<file path="src/rtl/mux_scan_sequencer.sv">
// Round-robin scan controller for a 4:1 analog mux: break-before-make dead time,
// settle interval and a sample request/acknowledge handshake per enabled channel.
module mux_scan_sequencer #(
  parameter int unsigned NUM_CH  = 4,
  parameter int unsigned SEL_W   = 2,
  parameter int unsigned DWELL_W = 8,
  parameter int unsigned DEAD_W  = 4
) (
  input  logic               clk,
  input  logic               rst,
  input  logic               enable,
  input  logic               start,
  input  logic               single_shot,
  input  logic [NUM_CH-1:0]  ch_mask,
  input  logic [DWELL_W-1:0] dwell_cycles,
  input  logic [DEAD_W-1:0]  dead_cycles,
  output logic [SEL_W-1:0]   sel,
  output logic               mux_en,
  output logic               sample_req,
  input  logic               sample_ack,
  output logic [SEL_W-1:0]   ch_id,
  output logic               busy,
  output logic               scan_done
);

  localparam int unsigned CNT_W = (DWELL_W > DEAD_W) ? DWELL_W : DEAD_W;

  typedef enum logic [1:0] {StIdle, StDead, StSettle, StSample} state_e;

  state_e           state_q, state_d;
  logic [CNT_W-1:0] cnt_q, cnt_d;
  logic [SEL_W-1:0] sel_q, sel_d;
  logic [SEL_W-1:0] ch_id_q, ch_id_d;
  logic             scan_done_q, scan_done_d;
  logic             mux_en_q, mux_en_d;
  logic             sample_req_q, sample_req_d;
  logic             busy_q, busy_d;

  logic [SEL_W-1:0] lowest_ch;
  logic [SEL_W-1:0] above_ch;
  logic             above_found;
  logic [CNT_W-1:0] dead_ld;
  logic [CNT_W-1:0] dwell_ld;

  // State and registered outputs
  always_ff @(posedge clk) begin
    if (rst) begin
      state_q      <= StIdle;
      cnt_q        <= '0;
      sel_q        <= '0;
      ch_id_q      <= '0;
      scan_done_q  <= 1'b0;
      mux_en_q     <= 1'b0;
      sample_req_q <= 1'b0;
      busy_q       <= 1'b0;
    end else begin
      state_q      <= state_d;
      cnt_q        <= cnt_d;
      sel_q        <= sel_d;
      ch_id_q      <= ch_id_d;
      scan_done_q  <= scan_done_d;
      mux_en_q     <= mux_en_d;
      sample_req_q <= sample_req_d;
      busy_q       <= busy_d;
    end
  end

  // Next-state, counter and channel selection
  always_comb begin
    lowest_ch   = '0;
    above_ch    = '0;
    above_found = 1'b0;
    // Descending scan so the last hit is the lowest qualifying channel.
    for (int i = int'(NUM_CH) - 1; i >= 0; i--) begin
      if (ch_mask[i]) begin
        lowest_ch = SEL_W'(i);
        if (i > int'(sel_q)) begin
          above_found = 1'b1;
          above_ch    = SEL_W'(i);
        end
      end
    end

    // Counters hold remaining cycles minus one; a zero setting behaves as one.
    dead_ld  = (dead_cycles == '0) ? '0 : CNT_W'(dead_cycles) - CNT_W'(1);
    dwell_ld = (dwell_cycles == '0) ? '0 : CNT_W'(dwell_cycles) - CNT_W'(1);

    state_d     = state_q;
    cnt_d       = cnt_q;
    sel_d       = sel_q;
    ch_id_d     = ch_id_q;
    scan_done_d = 1'b0;

    if (!enable) begin
      state_d = StIdle;
    end else begin
      unique case (state_q)
        StIdle: begin
          if (start && (ch_mask != '0)) begin
            state_d = StDead;
            sel_d   = lowest_ch;
            cnt_d   = dead_ld;
          end
        end
        StDead: begin
          if (cnt_q == '0) begin
            state_d = StSettle;
            cnt_d   = dwell_ld;
          end else begin
            cnt_d = cnt_q - CNT_W'(1);
          end
        end
        StSettle: begin
          if (cnt_q == '0) begin
            state_d = StSample;
            ch_id_d = sel_q;
          end else begin
            cnt_d = cnt_q - CNT_W'(1);
          end
        end
        StSample: begin
          if (sample_ack) begin
            if (ch_mask == '0) begin
              state_d     = StIdle;
              scan_done_d = 1'b1;
            end else if (above_found) begin
              state_d = StDead;
              sel_d   = above_ch;
              cnt_d   = dead_ld;
            end else begin
              scan_done_d = 1'b1;
              if (single_shot) begin
                state_d = StIdle;
              end else begin
                state_d = StDead;
                sel_d   = lowest_ch;
                cnt_d   = dead_ld;
              end
            end
          end
        end
        default: state_d = StIdle;
      endcase
    end
  end

  // Outputs follow the upcoming state so they can be registered alongside it.
  always_comb begin
    mux_en_d     = (state_d == StSettle) || (state_d == StSample);
    sample_req_d = (state_d == StSample);
    busy_d       = (state_d != StIdle);
  end

  assign sel        = sel_q;
  assign ch_id      = ch_id_q;
  assign mux_en     = mux_en_q;
  assign sample_req = sample_req_q;
  assign busy       = busy_q;
  assign scan_done  = scan_done_q;

endmodule

</file>
<file path="config.mk">
export PLATFORM = sky130hd
export DESIGN_NAME = mux_scan_sequencer
export DESIGN_NICKNAME = d
export VERILOG_FILES = /design/src/rtl/mux_scan_sequencer.sv
export SDC_FILE = /design/constraint.sdc
export NUM_CORES = 1
export LEC_CHECK = 0
export CAP_MARGIN = 10
export CELL_PAD_IN_SITES_DETAIL_PLACEMENT = 0
export CELL_PAD_IN_SITES_GLOBAL_PLACEMENT = 1
export CORE_MARGIN = 5
export CORE_UTILIZATION = 37
export CTS_CLUSTER_SIZE = 25
export DETAILED_ROUTE_END_ITERATION = 10
export HOLD_SLACK_MARGIN = 0.15
export PLACE_DENSITY = 0.9
export SLEW_MARGIN = 40
export SYNTH_ARGS = -nofsm -noshare
export SYNTH_HDL_FRONTEND = slang
export SYNTH_SLANG_ARGS = --single-unit
</file>
<file path="constraint.sdc">
create_clock -name clk -period 2.75 [get_ports clk]
set_input_delay 0.6875 -clock clk [delete_from_list [all_inputs] [get_ports clk]]
set_output_delay 0.6875 -clock clk [all_outputs]
set_load 0.03 [all_outputs]
</file>
== After elaboration in Yosys (flattened, before gate mapping) ==
Index checks and enable logic that the tools add are counted.

* Output and inout bits: 8
* Input bits: 22
* Logic and storage cells: 84
* Flip-flop bits (word level): 18

* Multiplexer cells: 43
* Equality and inequality tests: 10
* Bitwise operators: 3
* Reduce and logical (&&, ||, !) cells: 14
* Order comparisons: 3
* Add/subtract/negate cells: 3

{| class="wikitable"
|+ Operators with widths
! cell !! number
|-
| $mux W8 || 9
|-
| $mux W2 || 20
|-
| $pmux W8 S4 || 1
|-
| $logic_not A8 Y1 || 2
|-
| $sub A8 B1 Y8 const B || 2
|-
| $reduce_and A6 Y1 || 2
|-
| $mux W1 || 11
|-
| $eq A2 B2 Y1 const B || 4
|-
| $logic_not A4 Y1 || 2
|-
| $ne A2 B2 Y1 const B || 4
|-
| $pmux W2 S4 || 1
|-
| $sub A4 B1 Y5 const B || 1
|-
| $gt A2 B2 Y1 const A || 2
|-
| $pmux W2 S2 || 1
|-
| $reduce_bool A2 Y1 || 2
|-
| $reduce_bool A4 Y1 || 1
|-
| $reduce_or A4 Y1 || 1
|-
| $ne A3 B3 Y1 const B || 1
|-
| $not A1 Y1 || 3
|-
| $reduce_and A3 Y1 || 1
|-
| $eq A2 B1 Y1 const B || 1
|-
| $gt A1 B2 Y1 const A || 1
|-
| $logic_not A2 Y1 || 1
|-
| $logic_and A1 B1 Y1 || 1
|-
| $logic_or A1 B1 Y1 || 1
|}

== Longest topological paths before layout ==
* Word-level depth: 14
* Gate-level depth with buffers: 7

== Least setup slack after synthesis ==
Ideal clock, no wire load.

* Path kind: input to register
* Start point: in dwell_cycles[2]
* End point: reg cnt_q[2]
* Required time: 2633 ps
* Setup time: 117 ps
* Slack: 559 ps
* Data arrival time: 2073 ps
* Stages on the path: 5
* Cell sequence: or4_4 nor4b_4 nand3b_2 o221ai_1 a32o_1

* Word-level cells in the longest chain between the ends: 4
* Elaborated cells between the ends (all ways): 5
* Those cells by class: add/sub: 1; mux: 3; reduce/logical: 1

{| class="wikitable"
|+ Ends and longest elaborated chain
! element !! line !! RTL
|-
| start, declared || 15 || <nowiki>input logic [DWELL_W-1:0] dwell_cycles,</nowiki>
|-
| $sub A8 B1 Y8 / $logic_not A8 Y1 (equally long branches) || 86 || <nowiki>dwell_ld = (dwell_cycles == '0) ? '0 : CNT_W'(dwell_cycles) - CNT_W'(1);</nowiki>
|-
| $mux W8 * || 86 ||
|-
| $mux W8 * || 106 || <nowiki>if (cnt_q == '0) begin</nowiki>
|-
| $pmux W8 S4 * || 97 || <nowiki>unique case (state_q)</nowiki>
|-
| end signal, assigned || 58 || <nowiki>cnt_q <= cnt_d;</nowiki>
|-
| end, declared || 31 || <nowiki>logic [CNT_W-1:0] cnt_q, cnt_d;</nowiki>
|}

Every way passes the cells marked *; elsewhere a longest branch is shown, timed or not.
A chain may end at the register's enable or synchronous reset.

== Final worst setup path ==
* Start point: in dwell_cycles[2]
* End point: reg cnt_q[1]

* Word-level cells in the longest chain between the ends: 4

{| class="wikitable"
|+ Ends and longest elaborated chain
! element !! line
|-
| $logic_not A8 Y1 || 86
|-
| $mux W8 || 86
|-
| $mux W8 || 106
|-
| $pmux W8 S4 || 97
|}

No other way between the ends.

==> flow_summary.toml <==
[sta]
grt_setup_unrepaired = "false"
timing.fmax_ghz = 0.407
clock-skew-final_ps = 2.29
tns_ps = 0
slew-limit-headroom_pct = 66.6
period_minus_slack_ps = 2460
tightest_slew_ps = 498
slew_viol_final = 0
hold_violations = 0
final.period_utilization_pct = 89.3
setup_viol_count_final = 0

[final_layout]
fin_util_pct = 50.7
n_fill_cell = 358
n_antenna_cell = 0
syn_to_final_growth_pct = 33.1
drive_above_1_share_pct = 12.8
seqCellArea_um2 = 360
multi_input_area_um2 = 966
nNetsFinal = 234

[clock_tree]
cts_tree = "built"
clk_latency_ps = 260
post_cts_buffers = 0
cts_resized = 0
clock_path_buffers = 2
clock_sinks = 18
cts-htree-levels = 1
cts_hold_buf = 0
path_clk_slew_ps = 70
cts_buffers = 3
clockRootBuffer = "clkbuf_8"

[floorplanning]
core_area_um2 = 3630
io_pins = 30
rows = 22
die_y_um = 71.1
die_x_um = 71.1
start_util_pct = 38.1
die_area_um2 = 5060

[routing]
totalWireLength_um = 3300
wl_per_cell_um = 13.1
ant_nets = 0
drt_first_pass_iters = 4
remaining_drc_errors = 0
via_count = 1371
viasPerCell = 5.46
drt_iter0_markers = 52

[setup_path]
crit_type = "in2reg"
cp-start-kind = "input pin"
path_delay_family = "simple AND/OR/NAND/NOR gates"
cp_num_buf_inv = 1
path_max_fanout = 7
slowest_stage = "or4_4"
cp.required_ps = 2900
worstPathArrival_ps = 2610
crit_path_max_incr_delay_ps = 570
crit_path_end_kind = "flop"
cp_cell_sequence = "clkdlybuf4s50_1 > or4_4 > nor4b_4 > nand3b_2 > o221ai_1 > a32o_1"

[power]
seq_power_share_pct = 39.5
pwr-share-comb_pct = 29.6
power_density_nw_per_um2 = 386
p_leak_nw = 0.684
p_int_w = 0.000502
ir_drop_mv = 0.159
clkPwrFrac_pct = 30.9
swShare_pct = 29.2
power.switching_w = 0.000208

[global_routing]
grt.busiest_layer = "met2"
grt_pass1_vias = 1275
grt_pass1_wl_um = 5580
use_met3_pct = 1.99
gr-usage-met1_pct = 17.0
track_usage_pct = 13.5
gr-total-overflow = 0
grt_max_degree = 12
antenna_found_initial = 0
use_met2_pct = 22.8

[yosys]
synth_top_family_by_area = "simple AND/OR/NAND/NOR gates"
synth.distinct_cells = 49
netlist_instances = 165
synthSimpleGateAreaFrac_pct = 30.2
synth_compound_gate_area_share_pct = 23.6
yosysMostFrequentCell = "dfxtp_1"
synth_top_area_share_pct = 26.1
syn_area_um2 = 1380
synth_seq_area_share_pct = 26.1
synth_fa_ha_area_share_pct = 7.24
yosys-top-cells-count = "dfxtp_1, nor2_1, inv_1"
synth_fp_nets = 195
avgSynthCellArea_um2 = 8.38
netlist.top_cell.by_area = "dfxtp_1"
ys_warn_count = 0
synth_edf_count = 0
async_flop_share_pct = 0
synth_xor_area_share_pct = 6.97
ys.flop_type = "dfxtp_1"
synth-seq-cells = 18
synthMuxAreaShare_pct = 1.45
yosys-top-cells-area = "dfxtp_1, ha_1, xnor2_1"

[job]
maxCapViolCount = 0

[placed_design]
io_buffers = 29
place.gp.congestion = 0.800
dp_hpwl_um = 2650

[worst_hold_path]
hold_class = "reg2reg"

[status]
outcome = "finished, final reports clean"
==> metal layers <==
metal | part of all wire [%] | vias to the layer above
met1 | 47 | 631
met5 | 0 | -
met2 | 47 | 29
met3 | 4.7 | 4
li1 | - | 707
met4 | 1.9 | 0
==> registers in the layout, summed over array words and instances (netlist names) <==
name	cells
ch_id	2
busy	1
scan_done	1
cnt_q	8
mux_en	1
sel	2
state_q	2
sample_req	1
==> area by class of cell <==
type,instances,area share (%)
sequential,18,19.6
inverter,13,2.65
tap,48,3.26
clock buffer,4,2.99
multi-input combinational,131,52.5
timing repair buffer,37,19.0
==> worst reg2reg max path, delay by kind of cell, from the launching register on <==
family | cells | cell delay [ps]
buf+inv | 1 | 120
fa+ha+maj | 1 | 270
flops | 1 | 430
simple gates | 3 | 840
compound gates | 2 | 430
==> power by group through the flow <==
stage,Sequential (W),Combinational [W],Clock [W]
finish,0.000281,0.000210,0.000219
detailed placement,0.000287,0.000208,0
global placement,0.000287,0.000209,0
CTS,0.000281,0.000209,0.000224
floorplan,0.000291,0.000120,0
global route,0.000283,0.000231,0.000232
==> path summary, 6_finish.rpt <==
path,start,to,slack [ps],cells past startpoint
setup / recovery,dwell_cycles[2],cnt_q[1]$_SDFFE_PP0P_,290,6
hold / removal,ch_id[1]$_SDFFE_PP0P_,ch_id[1]$_SDFFE_PP0P_,510,2
setup reg to reg,state_q[0]$_SDFF_PP0_,busy$_SDFF_PP0_,560,7
hold reg to reg,ch_id[1]$_SDFFE_PP0P_,ch_id[1]$_SDFFE_PP0P_,510,2
==> metrics by stage <==
stage	hold slack, ps	std cells	power [W]	instance area, um2	setup slack (ps)
after detailed placement	498	247	0.000495	1780	9.22
final	509	251	0.000710	1840	295
after floorplan	482	165	0.000411	1380	559
after global routing	565	251	0.000746	1840	225
after global placement	476	247	0.000496	1780	12.4
after CTS	515	251	0.000714	1840	267
==> layout by cell type, fill, tap and decap left out, types with 3 or more instances in the layout <==
cell and instances:
nor3b_1 3, nor2_1 14, nor3_1 9, nor4_1 6
o221ai_1 4, nor2b_1 3, a21oi_1 6, a32o_1 7
nand2_1 6, nand3_1 3, nand2b_1 3, ha_1 8
o22ai_1 3, clkdlybuf4s50_1 29, nor3_2 3, buf_4 8
xnor2_1 11, dfxtp_1 18, clkbuf_8 4, inv_1 13
o21ai_0 5
==> cells by family after synthesis <==
kind of cell / Yosys count
simple gates: 67
compound gates: 43
buf+inv: 16
fa+ha+maj: 8
mux: 2
xor+xnor: 11
flops: 18
No activity file was read; power rests on OpenSTA's default activity.
